**src/rtl/instr_queue_pkg.sv**
```systemverilog
// Shared constants for the fetch-to-decode instruction queue.
// Default geometry and the NOP encoding presented while the queue is empty.
package instr_queue_pkg;

    localparam int DEFAULT_DEPTH   = 4;
    localparam int DEFAULT_ADDR_W  = 32;
    localparam int DEFAULT_INSTR_W = 32;

    // addi x0, x0, 0
    localparam logic [31:0] NOP_INSTR = 32'h0000_0013;

    typedef enum logic [1:0] {
        OP_IDLE = 2'b00,
        OP_DEQ  = 2'b01,
        OP_ENQ  = 2'b10,
        OP_BOTH = 2'b11
    } queue_op_e;

endpackage

```
**src/rtl/instr_queue_mem.sv**
```systemverilog
// DEPTH-entry register file for the instruction queue.
// One synchronous write port and one asynchronous read port.
module instr_queue_mem #(
    parameter int DEPTH  = 4,
    parameter int WIDTH  = 64,
    parameter int PTR_W  = $clog2(DEPTH)
) (
    input  logic             clk_i,
    input  logic             rst_i,
    input  logic             wr_en,
    input  logic [PTR_W-1:0] wr_addr,
    input  logic [WIDTH-1:0] wr_data,
    input  logic [PTR_W-1:0] rd_addr,
    output logic [WIDTH-1:0] rd_data
);

    logic [WIDTH-1:0] mem [DEPTH];

    // NOTE: the array is reset here so a reset mid-write leaves no partial
    // entry behind; this costs a reset net per flop instead of a RAM macro.
    always_ff @(posedge clk_i or posedge rst_i) begin
        if (rst_i) begin
            for (int i = 0; i < DEPTH; i++) begin
                mem[i] <= '0;
            end
        end else if (wr_en) begin
            mem[wr_addr] <= wr_data;
        end
    end

    assign rd_data = mem[rd_addr];

endmodule

```
**src/rtl/instr_queue.sv**
```systemverilog
// Circular FIFO of {pc, instr} pairs between fetch and decode.
// Flush has priority; full and empty never bypass.
module instr_queue
    import instr_queue_pkg::*;
#(
    parameter int DEPTH   = DEFAULT_DEPTH,
    parameter int ADDR_W  = DEFAULT_ADDR_W,
    parameter int INSTR_W = DEFAULT_INSTR_W,
    parameter int PTR_W   = $clog2(DEPTH),
    parameter int CNT_W   = $clog2(DEPTH) + 1
) (
    input  logic               clk_i,
    input  logic               rst_i,
    input  logic               enq_valid_i,
    input  logic [ADDR_W-1:0]  enq_pc_i,
    input  logic [INSTR_W-1:0] enq_instr_i,
    output logic               instr_queue_ready_o,
    output logic               deq_valid_o,
    output logic [ADDR_W-1:0]  deq_pc_o,
    output logic [INSTR_W-1:0] deq_instr_o,
    input  logic               deq_ready_i,
    input  logic               flush_i,
    output logic [CNT_W-1:0]   count_o
);

    localparam logic [CNT_W-1:0] FULL_CNT = CNT_W'(DEPTH);
    localparam logic [PTR_W-1:0] PTR_ONE  = PTR_W'(1);
    localparam logic [CNT_W-1:0] CNT_ONE  = CNT_W'(1);

    logic [PTR_W-1:0]          wr_ptr;
    logic [PTR_W-1:0]          rd_ptr;
    logic [CNT_W-1:0]          count;
    logic                      enq_fire;
    logic                      deq_fire;
    logic [ADDR_W+INSTR_W-1:0] head_entry;
    queue_op_e                 op;

    assign instr_queue_ready_o = (count != FULL_CNT);
    assign deq_valid_o         = (count != '0);
    assign count_o             = count;

    assign enq_fire = enq_valid_i & instr_queue_ready_o & ~flush_i;
    assign deq_fire = deq_valid_o & deq_ready_i & ~flush_i;
    assign op       = queue_op_e'({enq_fire, deq_fire});

    instr_queue_mem #(
        .DEPTH (DEPTH),
        .WIDTH (ADDR_W + INSTR_W),
        .PTR_W (PTR_W)
    ) u_mem (
        .clk_i   (clk_i),
        .rst_i   (rst_i),
        .wr_en   (enq_fire),
        .wr_addr (wr_ptr),
        .wr_data ({enq_pc_i, enq_instr_i}),
        .rd_addr (rd_ptr),
        .rd_data (head_entry)
    );

    // NOTE: non-blocking assignments so every register sees pre-edge values.
    always_ff @(posedge clk_i or posedge rst_i) begin
        if (rst_i) begin
            wr_ptr <= '0;
            rd_ptr <= '0;
            count  <= '0;
        end else if (flush_i) begin
            wr_ptr <= '0;
            rd_ptr <= '0;
            count  <= '0;
        end else begin
            if (enq_fire) wr_ptr <= wr_ptr + PTR_ONE;
            if (deq_fire) rd_ptr <= rd_ptr + PTR_ONE;
            case (op)
                OP_ENQ:  count <= count + CNT_ONE;
                OP_DEQ:  count <= count - CNT_ONE;
                default: count <= count;
            endcase
        end
    end

    // NOTE: defaults first so no path through this block infers a latch.
    always_comb begin
        deq_pc_o    = '0;
        deq_instr_o = INSTR_W'(NOP_INSTR);
        if (deq_valid_o) begin
            deq_pc_o    = head_entry[ADDR_W+INSTR_W-1:INSTR_W];
            deq_instr_o = head_entry[INSTR_W-1:0];
        end
    end

endmodule

```
**config.mk**
```make
export PLATFORM = sky130hd
export DESIGN_NAME = instr_queue
export DESIGN_NICKNAME = d
export VERILOG_FILES = /design/src/rtl/instr_queue_pkg.sv /design/src/rtl/instr_queue_mem.sv /design/src/rtl/instr_queue.sv
export SDC_FILE = /design/constraint.sdc
export NUM_CORES = 1
export LEC_CHECK = 0
export ABC_AREA = 1
export CAP_MARGIN = 20
export CORE_MARGIN = 5
export CORE_UTILIZATION = 25
export CTS_CLUSTER_SIZE = 24
export DETAILED_ROUTE_END_ITERATION = 7
export PLACE_DENSITY = 0.49
export SETUP_SLACK_MARGIN = 0.1
export SLEW_MARGIN = 40
export SYNTH_ARGS = -nofsm -noshare
export SYNTH_HDL_FRONTEND = slang
export SYNTH_SLANG_ARGS = --single-unit
```
**constraint.sdc**
```tcl
create_clock -name clk_i -period 10.1 [get_ports clk_i]
set_input_delay 2.02 -clock clk_i [delete_from_list [all_inputs] [get_ports clk_i]]
set_output_delay 2.02 -clock clk_i [all_outputs]
set_load 0.01 [all_outputs]
```
== After elaboration in Yosys (flattened, before gate mapping) ==
Index checks and enable logic that the tools add are counted.
W data, S select, Z words.
Word-level totals
  output and inout port bits: 69
  input port bits: 69
  flip-flop bits (word level): 263
  logic and storage cells: 43
  bits in latches: 0
  bits in read-only memories: 0
  memories: 0
  bits in writable memories: 0
Cells by class
  order comparisons: 3
  div/mod/pow operators: 0
  shift-type cells: 0
  $mul: 0
  multiplexer cells: 14
  equality and inequality tests: 3
  bitwise gates (word level): 7
  add/subtract/negate cells: 4
  reductions and logical operators: 5
Operator list (number)
  $bwmux W256: 1
  $mux W64: 3
  $bmux W64 S2: 1
  $demux W64 S2: 1
  $mux W32: 2
  $mux W2: 4
  $ge A3 B3 Y1 const B: 2
  $not A2 Y3: 2
  $pmux W3 S2: 1
  $reduce_bool A3 Y1: 2
  $add A2 B1 Y2 const B: 2
  $and A1 B1 Y1: 4
  $reduce_bool A2 Y1: 2
  $add A3 B1 Y3 const B: 1
  $lt A3 B1 Y1 const B: 1
  $mux W3: 1
  $ne A3 B3 Y1 const B: 1
  $sub A3 B1 Y3 const B: 1
  $eq A2 B1 Y1 const B: 1
  $eq A2 B2 Y1 const B: 1
  $logic_and A1 B1 Y1: 1
  $not A1 Y1: 1

== Depth between registers and ports, before layout ==
Gate-level depths: netlist of run 1.
  word-level depth: 6
  depth in mapped cells: 12
  gate-level depth less buffers: 12

== Cells and area by module ==
From an unflattened synthesis of run 1, not the netlist that was laid out.
Unflattened totals
  cell total of the unflattened synthesis: 2053
  area, all modules: 14256.2 um^2
By module, submodules not included
  instr_queue_mem: seq. area each 6406.1 um^2, cells an instance 1868, instances 1, area an instance 13314.0 um^2
  instr_queue: seq. area each 175.2 um^2, cells an instance 185, instances 1, area an instance 942.2 um^2

== Least setup slack after synthesis of run 1 ==
No wires, ideal clock.
  path kind: register to output
  from: register rd_ptr[0]
  to: output deq_instr_o[0]
  required time: 8.080 ns
  arrival time: 1.330 ns
  cell stages (with the launch flop): 7
  path buffers: 3
  slack: 6.750 ns
  path through: dfrtp_1 > buf_2 > inv_2 > buf_4 > buf_4 > nor2_1 > o311ai_0
On the way
  longest elaborated chain between the ends: 5
Ends and longest elaborated chain
  start: declaration: line instr_queue.sv:31  | logic [PTR_W-1:0] rd_ptr;
  start signal: assignment: line instr_queue.sv:72  | if (deq_fire) rd_ptr <= rd_ptr + PTR_ONE;
  $not A2 Y3 (implied by the code): line instr_queue_mem.sv:31  | assign rd_data = mem[rd_addr];
  $bmux W64 S2: line instr_queue_mem.sv:31
  $mux W64 (implied by the code) (2 in a row): line instr_queue_mem.sv:31
  $mux W32: line instr_queue.sv:85  | if (deq_valid_o) begin
  end: declaration: line instr_queue.sv:20  | output logic [INSTR_W-1:0] deq_instr_o,
No other way between the ends. The select of a mux whose other input is x is not followed.

== Worst setup path after layout of run 1 ==
  from: register rd_ptr[0]
  to: output deq_instr_o[31]
The elaborated chain is that of the path after synthesis.

==> summary.txt, run 1 <==
Synth
  – Post-synth EDFFs: 0
  – Post-synth top cells: nand2_1, dfrtp_1, nor2_1, o21ai_1, o21ai_0
  – Sequential area share after synthesis: 55.4%
  – Asr flop ratio synth: 100%
  – Syn Area/Cell: around 8.2 um^2
  – Ranking of synthesized cells by area: dfrtp_1, o21ai_1, nand2_1
  – Post-synth top area cell: dfrtp_1
  – Synth Warn #: 0
  – Top-count cell post-synth: nand2_1
  – Synthesized Nets: ~1.5k
  – Post-synth top area share: between 50% and 60%
  – Netlist cell types: 25
  – Syn Std Cell Area: about 0.012 mm^2
  – Main synth FF type: dfrtp_1
  – #FFs+latches synth: between 200 and 300
  – Cells after Synth: 1443

Routing
  – Number of DRC markers in iteration 0: around 730
  – Routed vias: roughly 9.8k
  – WL/cell: 16.1 um
  – Final wirelength: 34600 um
  – Drt drc: 0
  – Via-to-Cell Ratio: between 4 and 5
  – DRT Pass-1 Iters: 5
  – ANT nets after route: 0

Run
  – Max-cap violations: 0

GRT
  – GRT Total Usage: between 10% and 20%
  – Initial antenna violation count: 2
  – Largest net degree at the start of global routing: ~130
  – First-pass GRT wire length: about 56000 um
  – Grt total ovfl: 0
  – Vias in the first global route: roughly 9.8k

CTS
  – H-Tree Depth: 1
  – CTS sink cnt: 263
  – CTS resizes: 0
  – CTS tree: yes
  – Setup Buffers After CTS: 0
  – CTS Hold Bufs: 0
  – Worst-Skew Late Latency: 570 ps
  – CTS Buf Count: 31
  – Clock Pin Slew Worst Setup and Hold Paths: around 60 ps
  – Clk root buf: clkbuf_16
  – Clk buf depth: 3

Power and ir drop
  – PwrDens: ~310 mW/mm^2
  – Clock share of power: 23.9%
  – Seq pwr share: approximately 39%
  – Pleak: 6.59 nW
  – Switching share of power: 36.5%
  – Logic pwr share: a little under two fifths
  – Worst vdd rail ir drop: 0.112 mV
  – Tot Pwr: ~4.6 mW
  – P_int: a little under 3 mW
  – Switching power: 1.68 mW

STA
  – Setup_tns: 0 ps
  – Worst clock skew: approximately 16 ps
  – Post-route minimum period: 5830 ps
  – Unrepaired setup endpoints after global routing: false
  – Max frequency: approximately 170 MHz
  – Slew HR: between 40 and 50%
  – Max-slew violations: 0
  – Final setup viols: 0
  – Worst Tran Pin Value: just under 800 ps
  – Final Hold Vio Count: 0
  – Final worst path period share: around 58%

Die
  – I/O Pins: 138
  – Die height: roughly 230 um
  – Die Area: between 0.05 and 0.06 mm^2
  – Num rows: a little under 80
  – Starting Density: 25.4%
  – Core Area: ~0.047 mm^2
  – Horiz. Die Dim: between 200 and 250 um

Layout
  – Nets: 1593
  – Layout cells sized above 1: 4.99%
  – Sequential cell area: 0.00659 mm^2
  – Multi-input logic area: between 0.004 and 0.005 mm^2
  – Layout area overhead: 22.9%
  – Filler cells: between 4k and 5k
  – Core Util, Final: 31.2%

Worst setup path
  – CP required: just over 8000 ps
  – Crit path max fanout: 70
  – Crit start category: flip-flop
  – Element type at the critical path end: output port
  – Crit path DAT: approximately 3800 ps
  – Setup CP Type: flip-flop to output port

Placed design
  – Routability cong.: approximately 0.74
  – Port Buffers: around 140
  – Hpwl dp: between 15000 and 20000 um

Worst hold path
  – Hold crit path type: flip-flop to flip-flop

Status
  – Outcome: finished, final reports clean
-- sequential cells by signal, summed over array words and instances (netlist names) --
| register | count |
|---|---|
| count_o | 3 |
| rd_ptr | 2 |
| u_mem.mem | 256 |
| wr_ptr | 2 |
-- final cells by class --
type                    count  share of cell area, %
clock buffers              46                   6.25
well taps                 607                   5.20
inverters                  75                   2.03
multi-input cells        1000                   30.6
clock inverters            11                  0.617
diodes                      1                 0.0171
repair buffers            148                   10.2
flip-flops and latches    263                   45.1
-- power by group through the flow --
stage               Combinational, mW  Sequential [mW]  Clock [mW]
global route                     1.95             1.83        1.18
detailed placement               1.75             1.78           0
CTS                              1.76             1.77        1.14
finish                           1.72             1.77        1.10
floorplan                        1.09             1.70           0
global placement                 1.74             1.77           0
-- placed cells by master, fill, tap and decap left out, types with 4 or more instances in the layout --
| master | count |
|---|---|
| ha_1 | 4 |
| buf_6 | 7 |
| clkbuf_8 | 9 |
| dfrtp_1 | 261 |
| o21ai_1 | 256 |
| clkinv_2 | 7 |
| inv_1 | 70 |
| clkbuf_1 | 7 |
| clkdlybuf4s50_1 | 137 |
| nand2_1 | 273 |
| nand2_4 | 5 |
| nor2_1 | 256 |
| a21oi_1 | 64 |
| o21ai_0 | 130 |
| clkbuf_16 | 31 |
-- stage by stage --
step | setup WS (ps) | area, um^2 | hold slack, ps | std cells
2_1_floorplan | 840 | 11900 | 454 | 1443
4_1_cts | 3890 | 14600 | 488 | 2150
6_report | 4270 | 14600 | 482 | 2151
5_1_grt | 4050 | 14600 | 499 | 2151
3_3_place_gp | 4460 | 13500 | 466 | 2093
3_5_place_dp | 4530 | 13600 | 473 | 2093
-- kinds of logic after synthesis --
kind of cell | share of synthesized area [%]
adder cells (fa/ha/maj) | 0.590
AND/OR/NAND/NOR | 17.4
XOR/XNOR | 0.0738
AO/OA/AOI/OAI | 19.3
flip-flops | 55.4
buffers and inverters | 7.19
-- worst max-delay path, cell delays in order (launching register included) --
cell             delay [ps]
dfrtp_4                 760
inv_4                   580
buf_4                   680
o21ai_0                 210
a21oi_1                 350
clkdlybuf4s50_1         620
-- layer usage --
| metal | part of all wire (%) | routed length, um | global-route usage (%) | up-vias |
|---|---|---|---|---|
| met5 | 0 | 0 | 0 | - |
| met2 | 46 | 16000 | 21.7 | 184 |
| met1 | 48 | 16500 | 17.8 | 4693 |
| met4 | 2.1 | 744 | 2.68 | 0 |
| met3 | 3.8 | 1310 | 2.27 | 45 |
| li1 | - | - | - | 4859 |
-- worst paths after layout --
check                                      startpoint                          to  slack (ps)  depth (start not counted)
max                             rd_ptr[0]$_DFFE_PP0P_             deq_instr_o[31]        4270                          5
min                        u_mem.mem[147]$_DFFE_PP0P_  u_mem.mem[147]$_DFFE_PP0P_         480                          2
max reg2reg                    count_o[1]$_DFFE_PP0P_  u_mem.mem[148]$_DFFE_PP0P_        7750                          8
min reg2reg                u_mem.mem[147]$_DFFE_PP0P_  u_mem.mem[147]$_DFFE_PP0P_         480                          2
max in group asynchronous                       rst_i  u_mem.mem[109]$_DFFE_PP0P_        6800                          3
min in group asynchronous                       rst_i   u_mem.mem[62]$_DFFE_PP0P_        2050                          2
Note: power is estimated with default switching activity, not from simulation.
==> run 2: changes to the inputs <==
==> constraint.sdc (replaced) <==
create_clock -name clk_i -period 5.51 [get_ports clk_i]
set_input_delay 1.102 -clock clk_i [delete_from_list [all_inputs] [get_ports clk_i]]
set_output_delay 1.102 -clock clk_i [all_outputs]
set_load 0.01 [all_outputs]
==> run 2 against run 1 <==
- count of clock-buffer cells in the layout is 1 higher
- wire length fell by 1.0%
- cell count increased by 0.37%
- critical endpoint is now deq_instr_o[4]
- core utilization is 0.32 points higher
- cell area increased by 1.0%
- largest cell class unchanged
- power up 86%
==> summary.txt, run 2 (synthesis results as in run 1) <==
Routing
  – DRT Pass-1 Iters: 5 (unchanged)
  – Routed vias: 9762 (was 9781)
  – Final wirelength: 34300 um (was 34600 um)
  – Via-to-Cell Ratio: 4.52 (was 4.55)
  – Drt drc: 0 (unchanged)
  – ANT nets after route: 0 (unchanged)
  – WL/cell: 15.9 um (was 16.1 um)
  – Number of DRC markers in iteration 0: 669 (was 728)

STA
  – Slew HR: 51.0% (was 47.3%)
  – Final hold slack: 484 ps (was 482 ps)
  – Setup_tns: 0 ps (unchanged)
  – Worst clock skew: 11.8 ps (was 15.6 ps)
  – Final Hold Vio Count: 0 (unchanged)
  – Final setup viols: 0 (unchanged)
  – Max-slew violations: 0 (unchanged)
  – Max frequency: 237 MHz
  – Worst Tran Pin Value: 726 ps (was 790 ps)
  – Post-route minimum period: ~4200 ps
  – Unrepaired setup endpoints after global routing: false (unchanged)
  – Final worst path period share: 76.6%
  – Setup ws final: 1290 ps (was 4270 ps)

Power and ir drop
  – Clock share of power: 24.6% (was 23.9%)
  – Logic pwr share: 37.6% (was 37.4%)
  – Seq pwr share: 37.7% (was 38.6%)
  – PwrDens: 580 mW/mm^2 (was 315 mW/mm^2)
  – Tot Pwr: 8.55 mW (was 4.59 mW)
  – Pleak: 6.61 nW (was 6.59 nW)
  – P_int: 5.44 mW (was 2.91 mW)
  – Worst vdd rail ir drop: 0.210 mV (was 0.112 mV)
  – Switching power: 3.11 mW (was 1.68 mW)
  – Switching share of power: 36.4% (was 36.5%)

Run
  – Max-cap violations: 0 (unchanged)

CTS
  – Clk root buf: clkbuf_16 (unchanged)
  – CTS resizes: 0 (unchanged)
  – Clock Pin Slew Worst Setup and Hold Paths: 60 ps (about the same)
  – H-Tree Depth: 2 (was 1)
  – Clk buf depth: 3 (unchanged)
  – CTS Buf Count: 34 (was 31)
  – CTS Hold Bufs: 0 (unchanged)
  – CTS sink cnt: 263 (unchanged)
  – CTS tree: yes (unchanged)
  – Setup Buffers After CTS: 0 (unchanged)
  – Worst-Skew Late Latency: 520 ps (was 570 ps)

Die
  – Die Area: 0.0520 mm^2 (unchanged)
  – I/O Pins: 138 (unchanged)
  – Num rows: 79 (unchanged)
  – Die height: 228 um (unchanged)
  – Starting Density: 25.4% (unchanged)
  – Core Area: 0.0468 mm^2 (unchanged)
  – Horiz. Die Dim: 228 um (unchanged)

Worst setup path
  – Worst path most repeated cell: nor2_1
  – Slowest Stage Delay on Critical Path: 660 ps (was 760 ps)
  – Critical path cell sequence: clkinv_2 > buf_4 > nor2_1 > nor2_1 > o21ai_0 > o311ai_0 > clkdlybuf4s50_1 (was inv_4 > buf_4 > o21ai_0 > a21oi_1 > clkdlybuf4s50_1)
  – Setup CP Type: flip-flop to output port (unchanged)
  – Crit path max fanout: 32 (was 70)
  – Crit-path slowest cell: dfrtp_4 (unchanged)
  – Element type at the critical path end: output port (unchanged)
  – Critical path buffers and inverters: 3 (unchanged)
  – Crit start category: flip-flop (unchanged)
  – Largest delay share family, worst path: buffers and inverters (unchanged)
  – Crit path DAT: 3120 ps (was 3810 ps)
  – CP required: 4410 ps (was 8080 ps)

Layout
  – Core Util, Final: 31.5% (was 31.2%)
  – Post-Layout Cell Count: 2159 (was 2151)
  – Filler cells: 4979 (was 4985)
  – Largest register FFs: 256 (unchanged)
  – ANT cells: 0 (was 1)
  – Nets: 1603 (was 1593)
  – Most common cell after layout, fill and taps aside: nand2_1 (unchanged)
  – Most frequent cells in the layout: nand2_1, dfrtp_1, o21ai_1, nor2_1, clkdlybuf4s50_1 (unchanged)
  – Biggest register: u_mem.mem (unchanged)
  – Multi-input logic area: 0.00449 mm^2 (was 0.00446 mm^2)
  – Layout area overhead: 24.1% (was 22.9%)
  – Design Area, Final: 0.0147 mm^2 (was 0.0146 mm^2)
  – Layout cells sized above 1: 5.48% (was 4.99%)
  – Sequential cell area: 0.00659 mm^2 (unchanged)

Placed design
  – Placed Area: 0.0136 mm^2 (about the same)
  – Routability cong.: 0.739 (was 0.745)
  – Port Buffers: 137 (unchanged)
  – Hpwl dp: 20000 um (was 19000 um)
  – Pre-CTS setup slack: 1750 ps (was 4530 ps)
  – Placed cell count: 2099 (was 2093)

GRT
  – Grt total ovfl: 0 (unchanged)
  – GRT Total Usage: 13.1% (was 13.0%)
  – Vias in the first global route: 10.1k (was 9818)
  – Largest net degree at the start of global routing: 138 (was 132)
  – First-pass GRT wire length: 56400 um (was 55800 um)
  – Initial antenna violation count: 0 (was 2)

Worst hold path
  – Hold crit path type: flip-flop to flip-flop (unchanged)

Status
  – Outcome: finished, final reports clean (unchanged)
## run 2: cell types whose count changed in the layout (fill, tap and decap cells not counted), moves of 2 or more
cell       before  now
nand2_8         0    4
clkbuf_8        9    5
buf_12          0    2
clkbuf_16      31   34
buf_6           7    1
nand2_4         5    1
buf_4           3   14
## run 2: routing by layer
| layer | wire length [um] | track usage, % | part of all wire [%] | vias up |
|---|---|---|---|---|
| met5 | 0 | 0 | 0 | - |
| met4 | 469 | 2.67 | 1.4 | 0 |
| met3 | 1380 | 2.48 | 4.0 | 30 |
| li1 | - | - | - | 4843 |
| met2 | 16600 | 22.9 | 49 | 171 |
| met1 | 15800 | 17.2 | 46 | 4718 |
## run 2: final cells by class
cell class / instances / area share, %
Sequential cell: 263 / 44.7
Multi-Input combinational cell: 1000 / 30.5
Timing Repair Buffer: 155 / 10.6
Clock buffer: 47 / 6.44
Tap cell: 607 / 5.15
Inverter: 75 / 1.96
Clock inverter: 12 / 0.722
## run 2: power by group through the flow
stage	clock network, mW	logic (mW)	registers, mW
after floorplan	0	1.99	3.12
after global placement	0	3.24	3.22
after detailed placement	0	3.29	3.25
after CTS	2.18	3.30	3.22
after global routing	2.26	3.67	3.33
final	2.11	3.22	3.22
## run 2: worst paths after layout
path / from / endpoint / slack [ps] / depth (start not counted)
setup / recovery: rd_ptr[0]$_DFFE_PP0P_ / deq_instr_o[4] / 1290 / 7
hold / removal: u_mem.mem[20]$_DFFE_PP0P_ / u_mem.mem[20]$_DFFE_PP0P_ / 480 / 2
setup reg to reg: count_o[1]$_DFFE_PP0P_ / u_mem.mem[82]$_DFFE_PP0P_ / 3200 / 8
hold reg to reg: u_mem.mem[20]$_DFFE_PP0P_ / u_mem.mem[20]$_DFFE_PP0P_ / 480 / 2
max in group asynchronous: rst_i / u_mem.mem[205]$_DFFE_PP0P_ / 3660 / 4
min in group asynchronous: rst_i / u_mem.mem[178]$_DFFE_PP0P_ / 1030 / 3
## run 2: worst reg2reg max path, delay by kind of cell (launching register included)
kind	cells	cell delay, ps
AO/OA/AOI/OAI	1	110
buffers and inverters	1	680
flip-flops	1	430
AND/OR/NAND/NOR	6	1000
==> run 3: changes to the inputs <==
==> constraint.sdc (replaced) <==
create_clock -name clk_i -period 4.3 [get_ports clk_i]
set_input_delay 0.86 -clock clk_i [delete_from_list [all_inputs] [get_ports clk_i]]
set_output_delay 0.86 -clock clk_i [all_outputs]
set_load 0.01 [all_outputs]
==> run 3 against run 2 <==
- clock power is 28% higher
- cell count is 0.93% higher
- cell area is 1.3% higher
- critical path type unchanged
- largest cell class unchanged
- largest power group is now combinational cells
- highest routed layer unchanged
==> summary.txt, run 3 (synthesis results as in run 1) <==
CTS
  – CTS Buf Count: 31 (was 34)
  – CTS sink cnt: 263 (unchanged)
  – Setup Buffers After CTS: 0 (unchanged)
  – CTS Hold Bufs: 0 (unchanged)
  – Clk root buf: clkbuf_16 (unchanged)
  – Clk buf depth: 3 (unchanged)
  – CTS resizes: 0 (unchanged)
  – Clock Pin Slew Worst Setup and Hold Paths: 60 ps (about the same)
  – H-Tree Depth: 1 (was 2)
  – CTS tree: yes (unchanged)
  – Worst-Skew Late Latency: 570 ps (was 520 ps)

Worst setup path
  – Element type at the critical path end: output port (unchanged)
  – Worst Setup EP: deq_instr_o[4] (unchanged)
  – Critical path origin: rd_ptr[0]$_DFFE_PP0P_ (unchanged)
  – R2R Path End: u_mem.mem[104]$_DFFE_PP0P_ (was u_mem.mem[82]$_DFFE_PP0P_)
  – Critical path cell sequence: buf_12 > nor2_1 > o311ai_0 > clkdlybuf4s50_1 (was clkinv_2 > buf_4 > nor2_1 > nor2_1 > o21ai_0 > o311ai_0 > clkdlybuf4s50_1)
  – Worst reg2reg path depth: 8 (unchanged)
  – Setup CP Type: flip-flop to output port (unchanged)
  – Reg2reg setup slack: 2280 ps (was 3200 ps)
  – CP required: 3440 ps (was 4410 ps)
  – Crit path max fanout: 131 (was 32)
  – Slowest Stage Delay on Critical Path: 680 ps (was 660 ps)
  – Critical path depth: 4 (was 7)
  – Crit start category: flip-flop (unchanged)
  – Crit path DAT: 3010 ps (was 3120 ps)
  – Worst R2R Start: count_o[1]$_DFFE_PP0P_ (unchanged)
  – Critical path buffers and inverters: 2 (was 3)
  – Crit-path slowest cell: o311ai_0 (was dfrtp_4)
  – Largest delay share family, worst path: buffers and inverters (unchanged)

Layout
  – Largest register FFs: 256 (unchanged)
  – Core Util, Final: 31.9% (was 31.5%)
  – Layout cells sized above 1: 6.87% (was 5.48%)
  – Nets: 1621 (was 1603)
  – Layout area overhead: 25.8% (was 24.1%)
  – Biggest register: u_mem.mem (unchanged)
  – Post-Layout Cell Count: 2179 (was 2159)
  – Most frequent cells in the layout: nand2_1, dfrtp_1, o21ai_1, nor2_1, clkdlybuf4s50_1 (unchanged)
  – ANT cells: 0 (unchanged)
  – Most common cell after layout, fill and taps aside: nand2_1 (unchanged)

STA
  – Worst Tran Pin Value: 735 ps (was 726 ps)
  – Final worst path period share: about nine tenths
  – Max-slew violations: 0 (unchanged)
  – Final setup viols: 0 (unchanged)
  – Final Hold Vio Count: 0 (unchanged)
  – Worst clock skew: 17.0 ps (was 11.8 ps)
  – Setup ws final: 435 ps (was 1290 ps)
  – Slew HR: 50.4% (was 51.0%)
  – Unrepaired setup endpoints after global routing: false (unchanged)
  – Max frequency: ~260 MHz
  – Post-route minimum period: about 3900 ps

Routing
  – Final wirelength: 34300 um (about the same)
  – WL/cell: 15.8 um (was 15.9 um)
  – Via-to-Cell Ratio: 4.51 (was 4.52)
  – Drt drc: 0 (unchanged)
  – ANT nets after route: 0 (unchanged)
  – Number of DRC markers in iteration 0: 633 (was 669)
  – DRT Pass-1 Iters: 5 (unchanged)
  – Routed vias: 9833 (was 9762)

Power and ir drop
  – Worst vdd rail ir drop: 0.285 mV (was 0.210 mV)
  – Tot Pwr: 11.0 mW (was 8.55 mW)
  – PwrDens: 737 mW/mm^2 (was 580 mW/mm^2)
  – Pleak: 6.77 nW (was 6.61 nW)

GRT
  – First-pass GRT wire length: 55800 um (was 56400 um)
  – Largest net degree at the start of global routing: 132 (was 138)
  – Vias in the first global route: 9907 (was 10.1k)
  – Grt total ovfl: 0 (unchanged)
  – GRT Total Usage: 12.9% (was 13.1%)
  – Initial antenna violation count: 0 (unchanged)

Die
  – Starting Density: 25.4% (unchanged)
  – Core Area: 0.0468 mm^2 (unchanged)
  – I/O Pins: 138 (unchanged)
  – Die height: 228 um (unchanged)
  – Num rows: 79 (unchanged)
  – Die Area: 0.0520 mm^2 (unchanged)
  – Horiz. Die Dim: 228 um (unchanged)

Worst hold path
  – Hold path start: u_mem.mem[47]$_DFFE_PP0P_ (was u_mem.mem[20]$_DFFE_PP0P_)
  – Hold crit path type: flip-flop to flip-flop (unchanged)

Status
  – Outcome: finished, final reports clean (unchanged)

Placed design
  – Hpwl dp: 21000 um (was 20000 um)
  – Placed cell count: 2121 (was 2099)
  – Pre-CTS setup slack: 1050 ps (was 1750 ps)
  – Port Buffers: 137 (unchanged)
  – Routability cong.: 0.722 (was 0.739)

Run
  – Max-cap violations: 0 (unchanged)
run 3: cell type report:
cell class	instances	area, um^2
clock buffers	41	863
clock inverters	17	196
fillers	4943	31800
inverters	75	287
multi-input cells	1000	4460
flip-flops and latches	263	6590
well taps	607	759
repair buffers	176	1780
run 3: power by group:
| part | internal (mW) | switching [mW] |
|---|---|---|
| logic | 1.88 | 2.34 |
| registers | 3.54 | 0.544 |
| clock network | 1.65 | 1.06 |
| total | 7.07 | 3.95 |
run 3: worst min-delay path by stage:
stage / to / slack (ps) / cells after the start
2_1_floorplan: u_mem.mem[130]$_DFFE_PP0P_ / 450 / 2
3_3_place_gp: u_mem.mem[42]$_DFFE_PP0P_ / 470 / 2
3_5_place_dp: u_mem.mem[21]$_DFFE_PP0P_ / 470 / 2
4_1_cts: u_mem.mem[21]$_DFFE_PP0P_ / 490 / 2
5_1_grt: u_mem.mem[155]$_DFFE_PP0P_ / 500 / 2
6_report: u_mem.mem[47]$_DFFE_PP0P_ / 480 / 2
run 3: per-layer routing:
layer / vias to the layer above / global-route usage, % / share of wire [%]
li1: 4892 / - / -
met1: 4701 / 17.9 / 48
met2: 202 / 21.5 / 46
met3: 38 / 2.39 / 4.2
met4: 0 / 2.16 / 1.6
met5: - / 0 / 0
run 3: worst reg2reg max path, delay by kind of cell (launching register included):
kind                   cells  cell delay (ps)
DFF                        1              430
and+or+nand+nor            6             1020
AOI/OAI and AO/OA          1               90
buffers and inverters      1              390
run 3: stage by stage:
| step | hold slack (ps) | cell area (um^2) | setup TNS, ps |
|---|---|---|---|
| after detailed placement | 473 | 13900 | 0 |
| after CTS | 487 | 14900 | 0 |
| after global routing | 503 | 14900 | 0 |
| after global placement | 466 | 13800 | 0 |
| final | 482 | 14900 | 0 |
| after floorplan | 454 | 11900 | -7770 |
